<file path="config.mk">
export PLATFORM = sky130hd
export DESIGN_NAME = ram_fifo_ctrl
export DESIGN_NICKNAME = d
export VERILOG_FILES = /design/src/rtl/ram_fifo_ctrl.sv
export SDC_FILE = /design/constraint.sdc
export NUM_CORES = 1
export LEC_CHECK = 0
export CAP_MARGIN = 25
export CORE_MARGIN = 1
export CORE_UTILIZATION = 30
export CTS_CLUSTER_DIAMETER = 60
export DETAILED_ROUTE_END_ITERATION = 10
export SETUP_SLACK_MARGIN = 0.05
export SYNTH_ARGS = -nofsm -noshare
export SYNTH_HDL_FRONTEND = slang
export SYNTH_SLANG_ARGS = --single-unit
</file>
<file path="constraint.sdc">
create_clock -name i_clk -period 3.95 [get_ports i_clk]
set_input_delay 0.79 -clock i_clk [delete_from_list [all_inputs] [get_ports i_clk]]
set_output_delay 0.79 -clock i_clk [all_outputs]
set_load 0.02 [all_outputs]
</file>
<file path="src/rtl/ram_fifo_ctrl.sv">
// ram_fifo_ctrl: valid/ready FIFO built around an external 64x8 dual-port RAM.
// Port A writes at the write pointer, port B reads at the read pointer with a
// one-cycle registered read latency. A 2-entry skid buffer behind the RAM hides
// that latency so the block moves one word per cycle in and out.
module ram_fifo_ctrl #(
    parameter int DATA_W = 8,
    parameter int ADDR_W = 6
) (
    input  logic              i_clk,
    input  logic              i_rst_n,
    input  logic              i_clr,
    input  logic [DATA_W-1:0] i_in_data,
    input  logic              i_in_valid,
    output logic              o_in_ready,
    output logic [DATA_W-1:0] o_out_data,
    output logic              o_out_valid,
    input  logic              i_out_ready,
    output logic [ADDR_W:0]   o_count,
    output logic [DATA_W-1:0] o_ram_data_a,
    output logic [ADDR_W-1:0] o_ram_addr_a,
    output logic              o_ram_we_a,
    output logic [DATA_W-1:0] o_ram_data_b,
    output logic [ADDR_W-1:0] o_ram_addr_b,
    output logic              o_ram_we_b,
    input  logic [DATA_W-1:0] i_ram_q_b
);

    // RAM occupancy value that means "every RAM location holds a word".
    localparam logic [ADDR_W:0] OCC_FULL = {1'b1, {ADDR_W{1'b0}}};

    logic [ADDR_W-1:0] r_wr_ptr;
    logic [ADDR_W-1:0] r_rd_ptr;
    logic [ADDR_W:0]   r_ram_occ;
    logic              r_pending;
    logic [1:0]        r_buf_occ;
    logic [DATA_W-1:0] r_buf0;
    logic [DATA_W-1:0] r_buf1;
    logic              r_in_ready;

    logic              w_push;
    logic              w_pop;
    logic              w_issue;
    logic [2:0]        w_committed;
    logic [ADDR_W:0]   w_ram_occ_next;
    logic [1:0]        w_occ_shift;
    logic [DATA_W-1:0] w_buf0_shift;
    logic [DATA_W-1:0] w_buf0_next;
    logic [DATA_W-1:0] w_buf1_next;
    logic [1:0]        w_buf_occ_next;

    // A word offered during a clear is dropped, so it must not reach the RAM either.
    assign w_push = i_in_valid & r_in_ready & ~i_clr;
    assign w_pop  = (r_buf_occ != 2'd0) & i_out_ready;

    // Words already headed for the skid buffer: resident entries plus one in flight.
    assign w_committed = {1'b0, r_buf_occ} + {2'b00, r_pending};

    // Read the RAM only if the skid buffer will still have room when the data lands.
    assign w_issue = (r_ram_occ != '0) && (w_committed <= ({2'b00, w_pop} + 3'd1));

    assign w_ram_occ_next = r_ram_occ + {{ADDR_W{1'b0}}, w_push}
                                      - {{ADDR_W{1'b0}}, w_issue};

    // Skid buffer after the consumer takes the head entry.
    assign w_occ_shift  = r_buf_occ - {1'b0, w_pop};
    assign w_buf0_shift = w_pop ? r_buf1 : r_buf0;

    // Returning RAM data fills the lowest free skid entry after the pop shift.
    always_comb begin
        w_buf0_next    = w_buf0_shift;
        w_buf1_next    = r_buf1;
        w_buf_occ_next = w_occ_shift;
        if (r_pending) begin
            if (w_occ_shift == 2'd0) begin
                w_buf0_next = i_ram_q_b;
            end else begin
                w_buf1_next = i_ram_q_b;
            end
            w_buf_occ_next = w_occ_shift + 2'd1;
        end
    end

    // Pointer, occupancy and skid-buffer state; clear sits just below reset.
    always_ff @(posedge i_clk or negedge i_rst_n) begin
        if (!i_rst_n) begin
            r_wr_ptr   <= '0;
            r_rd_ptr   <= '0;
            r_ram_occ  <= '0;
            r_pending  <= 1'b0;
            r_buf_occ  <= 2'd0;
            r_buf0     <= '0;
            r_buf1     <= '0;
            r_in_ready <= 1'b0;
        end else if (i_clr) begin
            r_wr_ptr   <= '0;
            r_rd_ptr   <= '0;
            r_ram_occ  <= '0;
            r_pending  <= 1'b0;
            r_buf_occ  <= 2'd0;
            r_buf0     <= '0;
            r_buf1     <= '0;
            r_in_ready <= 1'b1;
        end else begin
            if (w_push) begin
                r_wr_ptr <= r_wr_ptr + 1'b1;
            end
            if (w_issue) begin
                r_rd_ptr <= r_rd_ptr + 1'b1;
            end
            r_ram_occ  <= w_ram_occ_next;
            r_pending  <= w_issue;
            r_buf_occ  <= w_buf_occ_next;
            r_buf0     <= w_buf0_next;
            r_buf1     <= w_buf1_next;
            // Ready follows next-cycle RAM room; a same-cycle issue gives no bypass.
            r_in_ready <= (w_ram_occ_next < OCC_FULL);
        end
    end

    assign o_in_ready   = r_in_ready;
    assign o_out_valid  = (r_buf_occ != 2'd0);
    assign o_out_data   = r_buf0;
    assign o_count      = r_ram_occ + {{ADDR_W{1'b0}}, r_pending}
                                    + {{(ADDR_W-1){1'b0}}, r_buf_occ};

    assign o_ram_data_a = i_in_data;
    assign o_ram_addr_a = r_wr_ptr;
    assign o_ram_we_a   = w_push;
    assign o_ram_data_b = '0;
    assign o_ram_addr_b = r_rd_ptr;
    assign o_ram_we_b   = 1'b0;

endmodule

</file>
==> results of run 1 <==
==> critical path: stages <==
cell and delay [ps]:
clkdlybuf4s50_1 420, o21ai_2 70, inv_1 90, fa_1 530
nor3b_1 50, mux2_4 280, nor2_2 140, xnor2_1 140
ha_1 190, inv_1 60, fa_1 370, nand2b_1 150
a21oi_1 180, o21ai_0 150, a211o_1 280
==> power by group through the flow <==
stage	Clock (mW)	Combinational, mW	Sequential (mW)
after CTS	0.352	1.50	0.657
after global routing	0.366	1.66	0.676
after floorplan	0	0.972	0.706
final	0.336	1.48	0.652
after detailed placement	0	1.49	0.664
after global placement	0	1.47	0.661
==> synth_stat cells, drive strengths merged, types with 4 or more instances <==
cell type | number | share of area
dfrtp | 39 | 0.39
nor2 | 36 | 0.056
buf | 21 | 0.062
ha | 18 | 0.091
inv | 18 | 0.027
mux2i | 16 | 0.065
nand2 | 11 | 0.017
a211oi | 9 | 0.027
a21oi | 9 | 0.018
xnor2 | 9 | 0.032
clkbuf | 7 | 0.011
xor2 | 7 | 0.025
o21ai | 6 | 0.014
fa | 4 | 0.032
==> routing by layer <==
layer	vias to the layer above	routed length, um	global-route usage	part of all wire
met5	-	0	0	0
met1	912	2270	0.145	0.46
met2	43	2390	0.213	0.48
met3	5	262	0.0328	0.053
met4	0	47	0.0462	0.0094
li1	911	-	-	-
==> cells by family (layout without fill, tap and decap cells) <==
kind of cell / after synthesis / after routing
AOI/OAI and AO/OA: 36 / 36
buffers and inverters: 46 / 76
DFF: 39 / 39
muxes: 18 / 18
adders and majority gates: 22 / 22
xor gates and xnor gates: 16 / 16
other: 1 / 9
and+or+nand+nor: 77 / 77
==> registers in the layout, indices dropped and copies added, names as in the netlist <==
register,count
r_buf1,8
r_buf_occ,2
o_ram_addr_b,6
r_pending,1
o_in_ready,1
o_out_data,8
r_ram_occ,7
o_ram_addr_a,6
==> how the worst max path moves through the flow <==
| stage | startpoint | to | slack (ps) | depth (start not counted) |
|---|---|---|---|---|
| 6_report | i_out_ready | r_ram_occ[6] | 240 | 15 |
| 5_1_grt | i_out_ready | r_ram_occ[6] | 70 | 15 |
| 4_1_cts | i_out_ready | r_ram_occ[6] | 210 | 15 |
| 3_5_place_dp | i_out_ready | r_ram_occ[6] | -70 | 15 |
| 3_3_place_gp | i_out_ready | r_ram_occ[6] | -30 | 15 |
| 2_1_floorplan | i_out_ready | r_ram_occ[6] | 150 | 16 |
==> cell type report <==
cell class / count / area, sq um
clock buffers: 5 / 68.8
clock inverters: 3 / 43.8
fillers: 816 / 4790
inverters: 18 / 67.6
multi-input cells: 178 / 1280
flip-flops and latches: 39 / 976
well taps: 102 / 128
repair buffers: 50 / 488
==> through the flow <==
stage / setup WS, ps / TNS (ps) / hold WS, ps / utilization
floorplan: 151 / 0 / 486 / -
detailed placement: -69.4 / -78.4 / 508 / 0.372
global route: 65.2 / 0 / 360 / 0.389
finish: 237 / 0 / 363 / 0.389
CTS: 210 / 0 / 531 / 0.386
global placement: -32.4 / -32.4 / 502 / 0.372
==> metrics.md, run 1 <==
| Metric | Value |
|---|---|
| Outcome | completed |
| Final antenna-violating net count | 0 |
| Post-Synth XOR/XNOR Area | 0.0567 |
| Core area | 7850 sq um |
| EDFF count, synth | 0 |
| Hold Violations, Final | 0 |
| Port Buffers | 42 |
| Fin cells | 395 |
| Comb pwr share | 0.601 |
| Post-CTS setup buffers | 0 |
| FMAX | 0.269 GHz |
| Initial core utilization | 0.315 |
| Most common flop cell mapped by yosys | dfrtp_1 |
| # H-tree levels | 2 |
| Mean area per synthesized cell | 9.70 sq um |
| CP arrival | 3890 ps |
| Startpoint Class | primary input |
| Synth Instances | 255 |
| Wirelength per Cell | 12.6 um |
| Mux contribution to synthesized area | 0.0754 |
| CTS tree | yes |
| Simple-Gate Fraction of Synth Area | 0.150 |
| Clock Skew | 9.07 ps |
| Vias in the first global route | 1849 |
| Crit path required time | 4130 ps |
| Die ar. | 8610 sq um |
| Vias per Instance | 4.74 |
| Hold buffers post-CTS | 0 |
| Initial DRC count | 50 |
| Switching Fraction | 0.425 |
| Sequential element share of the synthesized area | 0.395 |
| Gr usage total | 0.123 |
| Die height | 92.8 um |
| Largest family of logic cells by synthesized area | simple AND/OR/NAND/NOR gates |
| WS Path Type | in2reg |
| Vias | 1871 |
| Area delta synth->final | 23.5% |
| Clk pwr share | 0.136 |
| Resized cells post-CTS | 0 |
| Max VDD drop | 0.314 mV |
| Post-layout instance area | 3060 sq um |
| Clk sinks | 39 |
| Switching power total | 1.05 mW |
| Slew Limit Fails | 0 |
| Max Cap Violations | 0 |
| DRT Wirelength | 4980 um |
| Largest net degree at the start of global routing | 46 |
| Initial antenna violation count | 0 |
| Layout cells sized above 1 | 0.0785 |
| Gr ovfl total | 0 |
| Detailed placement HPWL | 3500 um |
| Maximum fanout along the worst path | 3 |
| Gp weighted congestion | 0.777 |
| RSZ-0062 raised after global routing | no |
| Root Buffer | clkbuf_8 |
| Reg2Reg Launch Point | r_buf_occ[1] |
| Worst-path clk slew | 80 ps |
| Synth Area in Compound Gates | 0.0986 |
| Dpl cell area | 2920 sq um |
| Library cells used by synthesis | 45 |
| RR Endpoint | r_ram_occ[6] |
| Post-synthesis cell area | 2470 sq um |
| Final Cycle Share | 0.940 |
| Clock buffer depth | 2 |
| Max transition margin | 0.612 |
| DRC Markers | 0 |
| Kind of end point of the critical path | register |
| Most frequent cells in the layout | clkdlybuf4s50_1 (41), dfrtp_1 (39), nor2_1 (34), inv_1 (18), ha_1 (18) |
| FF-to-FF setup slack | 570 ps |
| Worst Tran Pin Value | 581 ps |
| Ant diodes | 0 |
| Final setup fails | 0 |
| Syn. warnings | 0 |
| Placed Cells incl. Taps | 386 |
| Commonest non-fill, non-tap cell in the layout | clkdlybuf4s50_1 |
| Clk Latency, worst-skew pair | 290 ps |
| Final Power | 2.47 mW |
| Int Pwr | 1.42 mW |
| Path depth of the worst reg2reg path | 14 |
| Async set-or-reset flop fraction in the synthesized netlist | 1.00 |
| Seq cells post-synth | 39 |
| CTS Buf Count | 5 |
| FP Rows | 32 |
| PwrDens | 809 nW/um^2 |
| Register share of total power | 0.264 |
| Tmin final | 3710 ps |
| Adder-Cell Fraction of Synth Area | 0.123 |
| I/O pins | 68 |
| Tightest Hold Check Type | in2async |
| Drt pass-1 iters | 4 |
| Die Wd | 92.8 um |
| Leak pwr | 1.41 nW |
| Nets | 335 |
| First-pass GRT wire length | 8420 um |
No activity file was read; power rests on OpenSTA's default activity.
==> run 2: changes to the inputs <==
--- a/config.mk
+++ b/config.mk
@@ -11,6 +11,7 @@
 export CTS_CLUSTER_DIAMETER = 60
 export DETAILED_ROUTE_END_ITERATION = 10
 export SETUP_SLACK_MARGIN = 0.05
+export SLEW_MARGIN = 10
 export SYNTH_ARGS = -nofsm -noshare
 export SYNTH_HDL_FRONTEND = slang
 export SYNTH_SLANG_ARGS = --single-unit
==> results of run 2 <==
No change in the layout: final DEF, timing and power equal those of run 1.
==> run 3: changes to the inputs <==
--- a/config.mk
+++ b/config.mk
@@ -11,7 +11,7 @@
 export CTS_CLUSTER_DIAMETER = 60
 export DETAILED_ROUTE_END_ITERATION = 10
 export SETUP_SLACK_MARGIN = 0.05
-export SLEW_MARGIN = 10
+export SLEW_MARGIN = 20
 export SYNTH_ARGS = -nofsm -noshare
 export SYNTH_HDL_FRONTEND = slang
 export SYNTH_SLANG_ARGS = --single-unit
==> results of run 3 <==
No change in the layout: final DEF, timing and power equal those of run 1.
